[src/rtl/layer7_pkg.sv]
// Shared types and constants for the layer-7 weight path: loader FSM states,
// weight memory geometry, and the beat lane selector.
package layer7_pkg;

  typedef enum logic [1:0] {
    IDLE = 2'd0,
    RECV = 2'd1,
    EMIT = 2'd2,
    DONE = 2'd3
  } wload_state_e;

  localparam int L7_WEIGHT_W  = 16;
  localparam int L7_ROW_LANES = 8;
  localparam int L7_ROWS      = 50;
  localparam int L7_WEIGHT_NUM = L7_ROW_LANES * L7_ROWS;
  localparam int L7_BUS_W     = 32;

  // Lane 0 is the low half of the beat, lane 1 the high half.
  function automatic logic [L7_WEIGHT_W-1:0] lane_select(input logic [L7_BUS_W-1:0] beat,
                                                         input logic               lane);
    logic [L7_WEIGHT_W-1:0] w_sel;
    if (lane) begin
      w_sel = beat[31:16];
    end else begin
      w_sel = beat[15:0];
    end
    return w_sel;
  endfunction

endpackage

[src/rtl/counter_cnn.sv]
// Clearable up-counter with enable; holds its value when neither clear nor enable is set.
module counter_cnn #(
  parameter int W = 16
) (
  input  logic         clk,
  input  logic         rst,
  input  logic         i_clear,
  input  logic         i_en,
  output logic [W-1:0] o_count
);

  logic [W-1:0] r_count;

  // Clear has priority over increment.
  always_ff @(posedge clk or posedge rst) begin
    if (rst) begin
      r_count <= '0;
    end else if (i_clear) begin
      r_count <= '0;
    end else if (i_en) begin
      r_count <= r_count + W'(1);
    end else begin
      r_count <= r_count;
    end
  end

  assign o_count = r_count;

endmodule

[src/rtl/layer7_weight_loader.sv]
// Unpacks 32-bit beats into one 16-bit weight write per cycle for the layer-7 weight memory.
// Optional running checksum output enabled by LAYER7_WLOAD_CKSUM_EN.
module layer7_weight_loader
  import layer7_pkg::*;
#(
  parameter int WEIGHT_NUM = L7_WEIGHT_NUM,
  parameter int BUS_W      = L7_BUS_W
) (
  input  logic                   clk,
  input  logic                   rst,
  input  logic                   i_start,
  input  logic                   i_in_valid,
  input  logic [BUS_W-1:0]       i_in_data,
  output logic                   o_in_ready,
  output logic                   o_write_weight_signal,
  output logic [L7_WEIGHT_W-1:0] o_write_weight_data,
  output logic [15:0]            o_write_weight_addr,
  output logic                   o_busy,
  output logic                   o_done,
  output logic                   o_weights_loaded
`ifdef LAYER7_WLOAD_CKSUM_EN
  ,
  output logic [15:0]            o_cksum
`endif
);

  localparam int LANES = BUS_W / 16;

  wload_state_e r_state;
  wload_state_e w_state_nxt;

  logic [BUS_W-1:0]       r_buf;
  logic                   r_lane;
  logic                   r_busy;
  logic                   r_loaded;
  logic [15:0]            w_count;
  logic                   w_ready;
  logic                   w_start_acc;
  logic                   w_hs;
  logic                   w_emit;
  logic                   w_final_weight;
  logic                   w_last_lane;
  logic [L7_WEIGHT_W-1:0] w_lane_data;

  assign w_emit         = (r_state == EMIT);
  assign w_final_weight = (w_count == 16'(WEIGHT_NUM - 1));
  assign w_last_lane    = (r_lane == 1'(LANES - 1)) || w_final_weight;
  assign w_hs           = w_ready & i_in_valid;
  assign w_lane_data    = lane_select(r_buf, r_lane);

  // Next-state and handshake decode.
  always_comb begin
    w_state_nxt = r_state;
    w_ready     = 1'b0;
    w_start_acc = 1'b0;
    case (r_state)
      IDLE: begin
        if (i_start) begin
          w_start_acc = 1'b1;
          w_state_nxt = RECV;
        end else begin
          w_state_nxt = IDLE;
        end
      end
      RECV: begin
        w_ready = 1'b1;
        if (i_in_valid) begin
          w_state_nxt = EMIT;
        end else begin
          w_state_nxt = RECV;
        end
      end
      EMIT: begin
        if (w_last_lane) begin
          // Overlap the next beat with the final lane, except after the very last weight.
          if (w_final_weight) begin
            w_ready     = 1'b0;
            w_state_nxt = DONE;
          end else begin
            w_ready = 1'b1;
            if (i_in_valid) begin
              w_state_nxt = EMIT;
            end else begin
              w_state_nxt = RECV;
            end
          end
        end else begin
          w_state_nxt = EMIT;
        end
      end
      DONE: begin
        w_state_nxt = IDLE;
      end
      default: begin
        w_state_nxt = IDLE;
      end
    endcase
  end

  // State register.
  always_ff @(posedge clk or posedge rst) begin
    if (rst) begin
      r_state <= IDLE;
    end else begin
      r_state <= w_state_nxt;
    end
  end

  // Beat buffer and lane pointer.
  always_ff @(posedge clk or posedge rst) begin
    if (rst) begin
      r_buf  <= '0;
      r_lane <= 1'b0;
    end else if (w_hs) begin
      r_buf  <= i_in_data;
      r_lane <= 1'b0;
    end else if (w_emit) begin
      r_lane <= r_lane + 1'b1;
    end else begin
      r_lane <= r_lane;
    end
  end

  // Load status flags.
  always_ff @(posedge clk or posedge rst) begin
    if (rst) begin
      r_busy   <= 1'b0;
      r_loaded <= 1'b0;
    end else if (w_start_acc) begin
      r_busy   <= 1'b1;
      r_loaded <= 1'b0;
    end else if (r_state == DONE) begin
      r_busy   <= 1'b0;
      r_loaded <= 1'b1;
    end else begin
      r_busy   <= r_busy;
      r_loaded <= r_loaded;
    end
  end

  counter_cnn #(
    .W(16)
  ) u_index_cnt (
    .clk     (clk),
    .rst     (rst),
    .i_clear (w_start_acc),
    .i_en    (w_emit),
    .o_count (w_count)
  );

`ifdef LAYER7_WLOAD_CKSUM_EN
  logic [15:0] r_cksum;

  // Running modulo-2^16 sum of written weights; frozen between done and the next start.
  always_ff @(posedge clk or posedge rst) begin
    if (rst) begin
      r_cksum <= 16'd0;
    end else if (w_start_acc) begin
      r_cksum <= 16'd0;
    end else if (w_emit) begin
      r_cksum <= r_cksum + w_lane_data;
    end else begin
      r_cksum <= r_cksum;
    end
  end

  assign o_cksum = r_cksum;
`endif

  assign o_in_ready            = w_ready;
  assign o_write_weight_signal = w_emit;
  assign o_write_weight_data   = w_emit ? w_lane_data : 16'd0;
  assign o_write_weight_addr   = w_emit ? w_count : 16'd0;
  assign o_busy                = r_busy;
  assign o_done                = (r_state == DONE);
  assign o_weights_loaded      = r_loaded;

endmodule

[config.mk]
export PLATFORM = sky130hd
export DESIGN_NAME = layer7_weight_loader
export DESIGN_NICKNAME = d
export VERILOG_FILES = /design/src/rtl/layer7_pkg.sv /design/src/rtl/counter_cnn.sv /design/src/rtl/layer7_weight_loader.sv
export SDC_FILE = /design/constraint.sdc
export NUM_CORES = 1
export LEC_CHECK = 0
export ABC_AREA = 1
export ABC_CLOCK_PERIOD_IN_PS = 1800
export CAP_MARGIN = 30
export CORE_MARGIN = 1.5
export CORE_UTILIZATION = 50
export DETAILED_ROUTE_END_ITERATION = 16
export GPL_ROUTABILITY_DRIVEN = 1
export GPL_TIMING_DRIVEN = 0
export PLACE_DENSITY = 0.84
export REMOVE_ABC_BUFFERS = 1
export SYNTH_ARGS = -nofsm -noshare
export SYNTH_HDL_FRONTEND = slang
export SYNTH_SLANG_ARGS = --single-unit
[constraint.sdc]
create_clock -name clk -period 1.8 [get_ports clk]
set_input_delay 0.18 -clock clk [delete_from_list [all_inputs] [get_ports clk]]
set_output_delay 0.18 -clock clk [all_outputs]
set_load 0.005 [all_outputs]
==> load_flow_metrics.sql, run 1 <==
INSERT INTO impl_metrics (metric_group, metric, value, unit) VALUES
('clock_network', 'cts_inserted_buffers', '5', ''),
('synthesis', 'synth_seq_cells', '53', ''),
('synthesis', 'adder_cell_area_share_of_the_yosys_netlist', '2.42', '%'),
('sta', 'fin_hold_ws', '0.121', 'ns'),
('floorplanning', 'die_h', '81.7', 'um'),
('final_layout', 'drive_above_1_share', '32.2', '%'),
('final_layout', 'final_cell_area', '4350', 'um^2'),
('global_route', 'globalRouteOverflowTotal', '0', ''),
('synthesis', 'synth-seq-area-share', '42.8', '%'),
('setup_path', 'timing.critical_path.arrival', '1.66', 'ns'),
('sta', 'finalSetupViolCount', '15', ''),
('global_route', 'grt_antenna_before_repair', '0', ''),
('sta', 'fmax', '543', 'MHz'),
('outcome', 'outcome', 'finished, violations left', ''),
('sta', 'timing_hold_violations_final', '0', ''),
('floorplanning', 'core_area', '5960', 'um^2'),
('synthesis', 'synthesis.instances', '408', ''),
('synthesis', 'ys_warn_count', '0', ''),
('floorplanning', 'std_cell_rows', '28', ''),
('power_and_ir_drop', 'peakVddDrop', '0.698', 'mV'),
('synthesis', 'netlist.top_cell.by_area', 'dfrtp_1', ''),
('setup_path', 'criticalPathCategory', 'reg2out', ''),
('placed_design', 'placed_cells', '535', ''),
('clock_network', 'ctsRootBufferMaster', 'clkbuf_8', ''),
('clock_network', 'cts_tree', 'yes', ''),
('floorplanning', 'io_pins', '73', ''),
('worst_hold_path', 'hold_path_class', 'in2async', ''),
('clock_network', 'clock_sink_count', '53', ''),
('synthesis', 'post_synth_main_area_contributors', 'dfrtp_1 43%, nand2_1 15%, nand4_1 7.3%', ''),
('final_layout', 'finish.net_count', '550', ''),
('synthesis', 'synth_async_reset_ratio', '100', '%'),
('drt', 'postRouteWirelength', '9290', 'um'),
('sta', 'max-slew-margin-rel', '55.6', '%'),
('placed_design', 'routabilityCongestion', '0.908', ''),
('sta', 'timing.final.max_slew_violations', '0', ''),
('run', 'drv_cap', '0', ''),
('clock_network', 'cts.clk_slew.worst_paths', '0.10', 'ns'),
('power_and_ir_drop', 'total_leakage_power', '2.20', 'nW'),
('drt', 'number_of_nets_with_antenna_violations_after_detailed_routing', '0', ''),
('synthesis', 'simple_gate_area_share_of_the_yosys_netlist', '37.7', '%'),
('placed_design', 'buffer_ports.inserted', '72', ''),
('sta', 'setup_slack', '-0.0410', 'ns'),
('clock_network', 'clockBufferDepth', '2', ''),
('floorplanning', 'start_util', '52.0', '%'),
('global_route', 'grt_start_max_net_pins', '43', ''),
('global_route', 'first_global_vias', '3097', ''),
('outcome', 'violations_in_the_final_reports', 'setup timing', ''),
('global_route', 'gr-usage-all-layers', '29.1', '%'),
('synthesis', 'netlist_cell_types', '27', ''),
('sta', 'fin_crit_sh', '102', '%'),
('synthesis', 'synth.avg_cell_area', '7.59', 'um^2'),
('synthesis', 'xor_xnor_portion_of_the_synthesized_cell_area', '0', '%'),
('synthesis', 'synth_top_family_by_area', 'simple AND/OR/NAND/NOR gates', ''),
('sta', 'finalCriticalPeriod', '1.84', 'ns'),
('floorplanning', 'floorplan.die.width', '81.7', 'um'),
('synthesis', 'post_synth_top_cells', '120 x nand2_1, 53 x dfrtp_1, 46 x inv_1, 36 x nand4_1, 32 x nand2_2', ''),
('synthesis', 'synth_mux_area_share', '0', '%'),
('final_layout', 'area_growth_syn_to_layout', '40.6', '%'),
('final_layout', 'n_antenna_cell', '0', ''),
('drt', 'drtIter0Drc', '209', ''),
('synthesis', 'synth_area', '3100', 'um^2'),
('synthesis', 'synth_compound_gate_area_share', '6.51', '%'),
('placed_design', 'place_area', '3810', 'um^2'),
('final_layout', 'final_cell_count_no_fill', '584', ''),
('synthesis', 'ys_dominant_reg_cell', 'dfrtp_1', ''),
('drt', 'drt_drc_violations_left', '0', ''),
('synthesis', 'portion_of_synthesized_cell_area_occupied_by_the_leading_cell_type', '42.8', '%'),
('global_route', 'global_route_wire_length_before_repair', '14800', 'um'),
('setup_path', 'critPathMaxFanout', '12', ''),
('sta', 'worstMarginPinSlew', '0.663', 'ns'),
('floorplanning', 'fp.dieArea', '6670', 'um^2');
-- layer usage --
layer,global-route usage [%],vias up,part of all wire [%]
li1,-,1506,-
met1,36.2,1504,39
met2,50.6,160,51
met3,5.78,23,7.5
met4,9.66,0,2.0
met5,0,-,0
-- through the flow --
step / worst slack [ns] / total power [mW] / util [%] / TNS, ns
after CTS: -0.145 / 5.02 / 72.0 / -1.09
after global routing: -0.122 / 5.68 / 73.1 / -2.56
after floorplan: -0.812 / 3.03 / - / -29.17
after global placement: -1.47 / 3.57 / 63.2 / -116.83
final: -0.0410 / 5.34 / 73.1 / -0.259
after detailed placement: -1.47 / 3.65 / 64.0 / -80.72
-- state kept, by name, indices dropped and copies added (netlist names) --
signal               cells
o_weights_loaded         1
r_buf                   32
u_index_cnt.o_count     16
r_state                  2
o_busy                   1
r_lane                   1
-- final cells by class --
cell class / count / area, um^2
timing repair buffer: 111 / 990
tap: 75 / 93.8
fill: 452 / 1600
inverter: 48 / 191
clock buffer: 5 / 68.8
clock inverter: 3 / 17.5
timing repair inverter: 1 / 7.51
sequential: 53 / 1330
multi-input combinational: 288 / 1650
-- worst max-delay path: stages, from the launching register on --
cell	delay, ns
dfrtp_1	0.42
inv_2	0.09
ha_4	0.19
buf_4	0.14
clkinvlp_4	0.08
buf_12	0.16
a21oi_4	0.13
buf_2	0.13
-- cell usage in the layout, fill, tap and decap left out, types with 3 or more instances in the layout --
cell / synthesis / final
nand2_1: 120 / 112
nand3_4: 3 / 4
nand2_2: 32 / 39
ha_4: 0 / 3
a21oi_1: 26 / 10
a21oi_4: 0 / 3
buf_4: 2 / 20
clkbuf_8: 0 / 5
nand3_1: 8 / 8
clkbuf_2: 0 / 15
a21oi_2: 0 / 13
clkinvlp_4: 0 / 3
buf_12: 3 / 5
dfrtp_2: 0 / 3
o21ai_0: 8 / 6
nand4_1: 36 / 36
nor2_1: 31 / 31
o21ai_1: 1 / 3
clkdlybuf4s50_1: 0 / 38
inv_1: 46 / 38
buf_2: 7 / 16
buf_6: 0 / 12
nor3_1: 5 / 4
dfrtp_1: 53 / 49
inv_2: 0 / 6
dlygate4sd2_1: 0 / 3
-- where the power goes --
part,switching (mW),leakage [nW],internal [mW]
sequential,0.347,0.680,1.59
clock,0.418,0.0439,0.270
combinational,1.45,1.48,1.27
-- logic make-up (layout without fill, tap and decap cells) --
kind of cell	after synthesis	in the layout
AOI/OAI and AO/OA	37	38
adders and majority gates	6	6
buffers and inverters	70	168
DFF	53	53
and+or+nand+nor	242	244
-- worst paths after layout --
| path | startpoint | end | slack, ns | depth (start not counted) |
|---|---|---|---|---|
| min in group clk | i_in_data[14] | r_buf[14]$_DFFE_PP0P_ | 0.42 | 3 |
| hold reg to reg | r_buf[30]$_DFFE_PP0P_ | r_buf[30]$_DFFE_PP0P_ | 0.48 | 2 |
| max in group asynchronous | rst | r_lane$_DFFE_PP0P_ | 1.14 | 3 |
| setup / recovery | r_state[0]$_DFF_PP0_ | o_write_weight_data[9] | -0.04 | 7 |
| setup reg to reg | u_index_cnt.o_count[1]$_DFFE_PP0P_ | r_buf[0]$_DFFE_PP0P_ | 0 | 7 |
| hold / removal | rst | u_index_cnt.o_count[15]$_DFFE_PP0P_ | 0.12 | 2 |
-- repair_timing --
action | 4_1_cts | 5_1_grt
gates resized for setup | 133 | 54
pin swaps | 6 | 8
setup endpoints to repair | 84 | 69
hold buffers | 0 | 0
gates cloned | 4 | 0
setup buffers | 31 | 7
Power figures use the tool's default switching activity.
==> run 2, diff against run 1 <==
--- a/config.mk
+++ b/config.mk
@@ -6,7 +6,7 @@
 export NUM_CORES = 1
 export LEC_CHECK = 0
 export ABC_AREA = 1
-export ABC_CLOCK_PERIOD_IN_PS = 1800
+export ABC_CLOCK_PERIOD_IN_PS = 1870
 export CAP_MARGIN = 30
 export CORE_MARGIN = 1.5
 export CORE_UTILIZATION = 50
==> constraint.sdc (replaced) <==
create_clock -name clk -period 1.87 [get_ports clk]
set_input_delay 0.187 -clock clk [delete_from_list [all_inputs] [get_ports clk]]
set_output_delay 0.187 -clock clk [all_outputs]
set_load 0.005 [all_outputs]
==> run 2 against run 1 <==
Effect of this change: the flow still finishes with violations (setup timing); power decreased by 5.4%; sequential share of layout area decreased by 0.26 points; die area is the same; first-iteration DRC count is 3.3% higher; count of clock-buffer cells in the layout stayed put; final area is 0.58% higher; critical path type unchanged; critical endpoint unchanged; largest cell class unchanged; largest power group unchanged.
==> load_flow_metrics.sql, run 2 (same netlist as run 1, synthesis figures left out) <==
INSERT INTO impl_metrics (metric_group, metric, value, unit) VALUES
('setup_path', 'worstRegToRegCells', '12', ''),
('setup_path', 'critPathRequiredTime', '1.68', 'ns'),
('clock_network', 'ctsRootBufferMaster', 'clkbuf_8', ''),
('sta', 'finalCriticalPeriod', '1.98', 'ns'),
('sta', 'unrepaired_setup_endpoints_after_global_routing', 'yes', ''),
('drt', 'firstDrtPassIters', '4', ''),
('clock_network', 'cts_tree', 'yes', ''),
('setup_path', 'path_buf_inv', '6', ''),
('power_and_ir_drop', 'power', '5.05', 'mW'),
('placed_design', 'dp_hpwl', '4830', 'um'),
('drt', 'postRouteWirelength', '8760', 'um'),
('floorplanning', 'fp.dieArea', '6670', 'um^2'),
('floorplanning', 'floorplan.die.width', '81.7', 'um'),
('setup_path', 'critical_path.reg2reg.startpoint', 'r_state[0]$_DFF_PP0_', ''),
('clock_network', 'cts_inserted_buffers', '5', ''),
('global_route', 'globalRouteOverflowTotal', '0', ''),
('global_route', 'grt_start_max_net_pins', '43', ''),
('sta', 'worstMarginPinSlew', '0.640', 'ns'),
('final_layout', 'drive_above_1_share', '26.4', '%'),
('sta', 'timing_hold_violations_final', '0', ''),
('final_layout', 'postLayoutCoreUtil', '73.5', '%'),
('floorplanning', 'core_area', '5960', 'um^2'),
('outcome', 'violations_in_the_final_reports', 'setup timing', ''),
('setup_path', 'timing.critical_path.cells', 'inv_2, ha_4, buf_6, buf_6, clkinvlp_4, clkbuf_16, a21oi_4, clkbuf_2', ''),
('placed_design', 'routabilityCongestion', '0.908', ''),
('drt', 'vias_per_cell', '5.40', ''),
('drt', 'drtIter0Drc', '216', ''),
('worst_hold_path', 'hold_path_class', 'in2async', ''),
('setup_path', 'r2r_slack', '0.01', 'ns'),
('placed_design', 'placed_cells', '535', ''),
('sta', 'finalClockSkew', '0.00550', 'ns'),
('final_layout', 'final_common_cell', 'nand2_1', ''),
('final_layout', 'finish.net_count', '544', ''),
('placed_design', 'buffer_ports.inserted', '72', ''),
('setup_path', 'timing.critical_path.arrival', '1.79', 'ns'),
('global_route', 'global_route_wire_length_before_repair', '14200', 'um'),
('sta', 'fmax', '506', 'MHz'),
('outcome', 'outcome', 'finished, violations left', ''),
('final_layout', 'area_growth_syn_to_layout', '41.4', '%'),
('drt', 'drt_drc_violations_left', '0', ''),
('global_route', 'gr-usage-all-layers', '27.9', '%'),
('setup_path', 'start_kind', 'register', ''),
('setup_path', 'worst_stage_delay_on_the_critical_path', '0.42', 'ns'),
('setup_path', 'criticalPathCategory', 'reg2out', ''),
('setup_path', 'critPathMostFrequentCell', 'buf_6', ''),
('drt', 'wl_per_cell', '15.2', 'um'),
('sta', 'finalSetupViolCount', '15', ''),
('clock_network', 'clock_tree.htree_level_count', '2', ''),
('floorplanning', 'die_h', '81.7', 'um'),
('run', 'drv_cap', '0', ''),
('sta', 'fin_crit_sh', '106', '%'),
('final_layout', 'n_antenna_cell', '0', ''),
('clock_network', 'cts.clk_slew.worst_paths', '0.10', 'ns'),
('setup_path', 'critical-path-slowest-cell', 'dfrtp_1', ''),
('setup_path', 'critical_path.reg2reg.endpoint', 'u_index_cnt.o_count[8]$_DFFE_PP0P_', ''),
('drt', 'number_of_nets_with_antenna_violations_after_detailed_routing', '0', ''),
('global_route', 'first_global_vias', '3030', ''),
('floorplanning', 'io_pins', '73', ''),
('power_and_ir_drop', 'pwr_density_cell', '1150', 'nW/um^2'),
('clock_network', 'clockBufferDepth', '2', ''),
('final_layout', 'flip_flop_count_of_the_largest_register_all_copies_and_words_added', '32', ''),
('drt', 'routed_vias', '3124', ''),
('clock_network', 'postCtsHoldBufs', '0', ''),
('global_route', 'grt_antenna_before_repair', '0', ''),
('sta', 'setup_slack', '-0.106', 'ns'),
('setup_path', 'critPathMaxFanout', '6', ''),
('sta', 'max-slew-margin-rel', '57.2', '%'),
('final_layout', 'regMostFlops', 'r_buf', ''),
('power_and_ir_drop', 'peakVddDrop', '0.653', 'mV'),
('floorplanning', 'std_cell_rows', '28', ''),
('setup_path', 'critical_path.top_delay_family', 'buffers and inverters', ''),
('placed_design', 'place_ws', '-1.40', 'ns'),
('setup_path', 'cp-end-kind', 'output port', ''),
('floorplanning', 'start_util', '52.0', '%'),
('clock_network', 'insertion_delay', '0.32', 'ns'),
('final_layout', 'final_cell_count_no_fill', '578', ''),
('final_layout', 'commonest_non_fill_non_tap_cells_in_the_layout', '116 x nand2_1, 52 x dfrtp_1, 40 x inv_1', ''),
('sta', 'timing.final.max_slew_violations', '0', ''),
('power_and_ir_drop', 'total_leakage_power', '2.20', 'nW'),
('clock_network', 'clock_sink_count', '53', '');
==> run 2: cell types whose count changed in the layout (fill, tap and decap cells not counted), sizes merged <==
| cell | change |
|---|---|
| buf | -10 |
| clkbuf | -10 |
| clkdlybuf4s15 | +8 |
| dlygate4sd2 | +6 |
==> run 2: how the worst max path moves through the flow <==
stage,from,endpoint,slack [ns],cells after the start
final,r_state[0]$_DFF_PP0_,o_write_weight_data[9],-0.11,8
after detailed placement,r_state[0]$_DFF_PP0_,r_lane$_DFFE_PP0P_,-1.40,7
after CTS,r_state[0]$_DFF_PP0_,o_write_weight_data[0],-0.1,8
after global routing,r_state[0]$_DFF_PP0_,o_write_weight_data[9],-0.15,8
after global placement,r_state[0]$_DFF_PP0_,r_lane$_DFFE_PP0P_,-1.40,7
after floorplan,r_state[0]$_DFF_PP0_,r_lane$_DFFE_PP0P_,-0.74,7
==> run 2: final cells by class <==
type | count | area, um^2
multi-input cells | 288 | 1650
fillers | 452 | 1580
flip-flops and latches | 53 | 1330
repair buffers | 105 | 1020
inverters | 48 | 189
well taps | 75 | 93.8
clock buffers | 5 | 68.8
clock inverters | 3 | 17.5
repair inverters | 1 | 7.51
==> run 2: repair_timing <==
item	4_1_cts	5_1_grt
gates cloned	4	1
setup endpoints to repair	83	62
gates resized for setup	104	46
pin swaps	5	9
setup buffers	25	5
==> run 2: stage by stage <==
stage,setup TNS (ns),hold WS [ns],instance area [um^2]
3_5_place_dp,-75.12,0.459,3810
4_1_cts,-2.23,0.137,4240
3_3_place_gp,-107.93,0.454,3760
5_1_grt,-1.87,0.153,4380
6_report,-0.924,0.126,4380
2_1_floorplan,-25.31,0.339,2950
==> run 2: layer usage <==
layer	vias to the layer above	GRT usage (%)	routed length (um)
met1	1470	34.2	3490
met2	138	47.6	4450
met4	0	9.83	208
met5	-	0	0
met3	24	7.11	617
li1	1492	-	-
==> run 2: where the power goes <==
group	internal [mW]	switching (mW)
sequential	1.53	0.331
clock	0.260	0.408
combinational	1.16	1.37
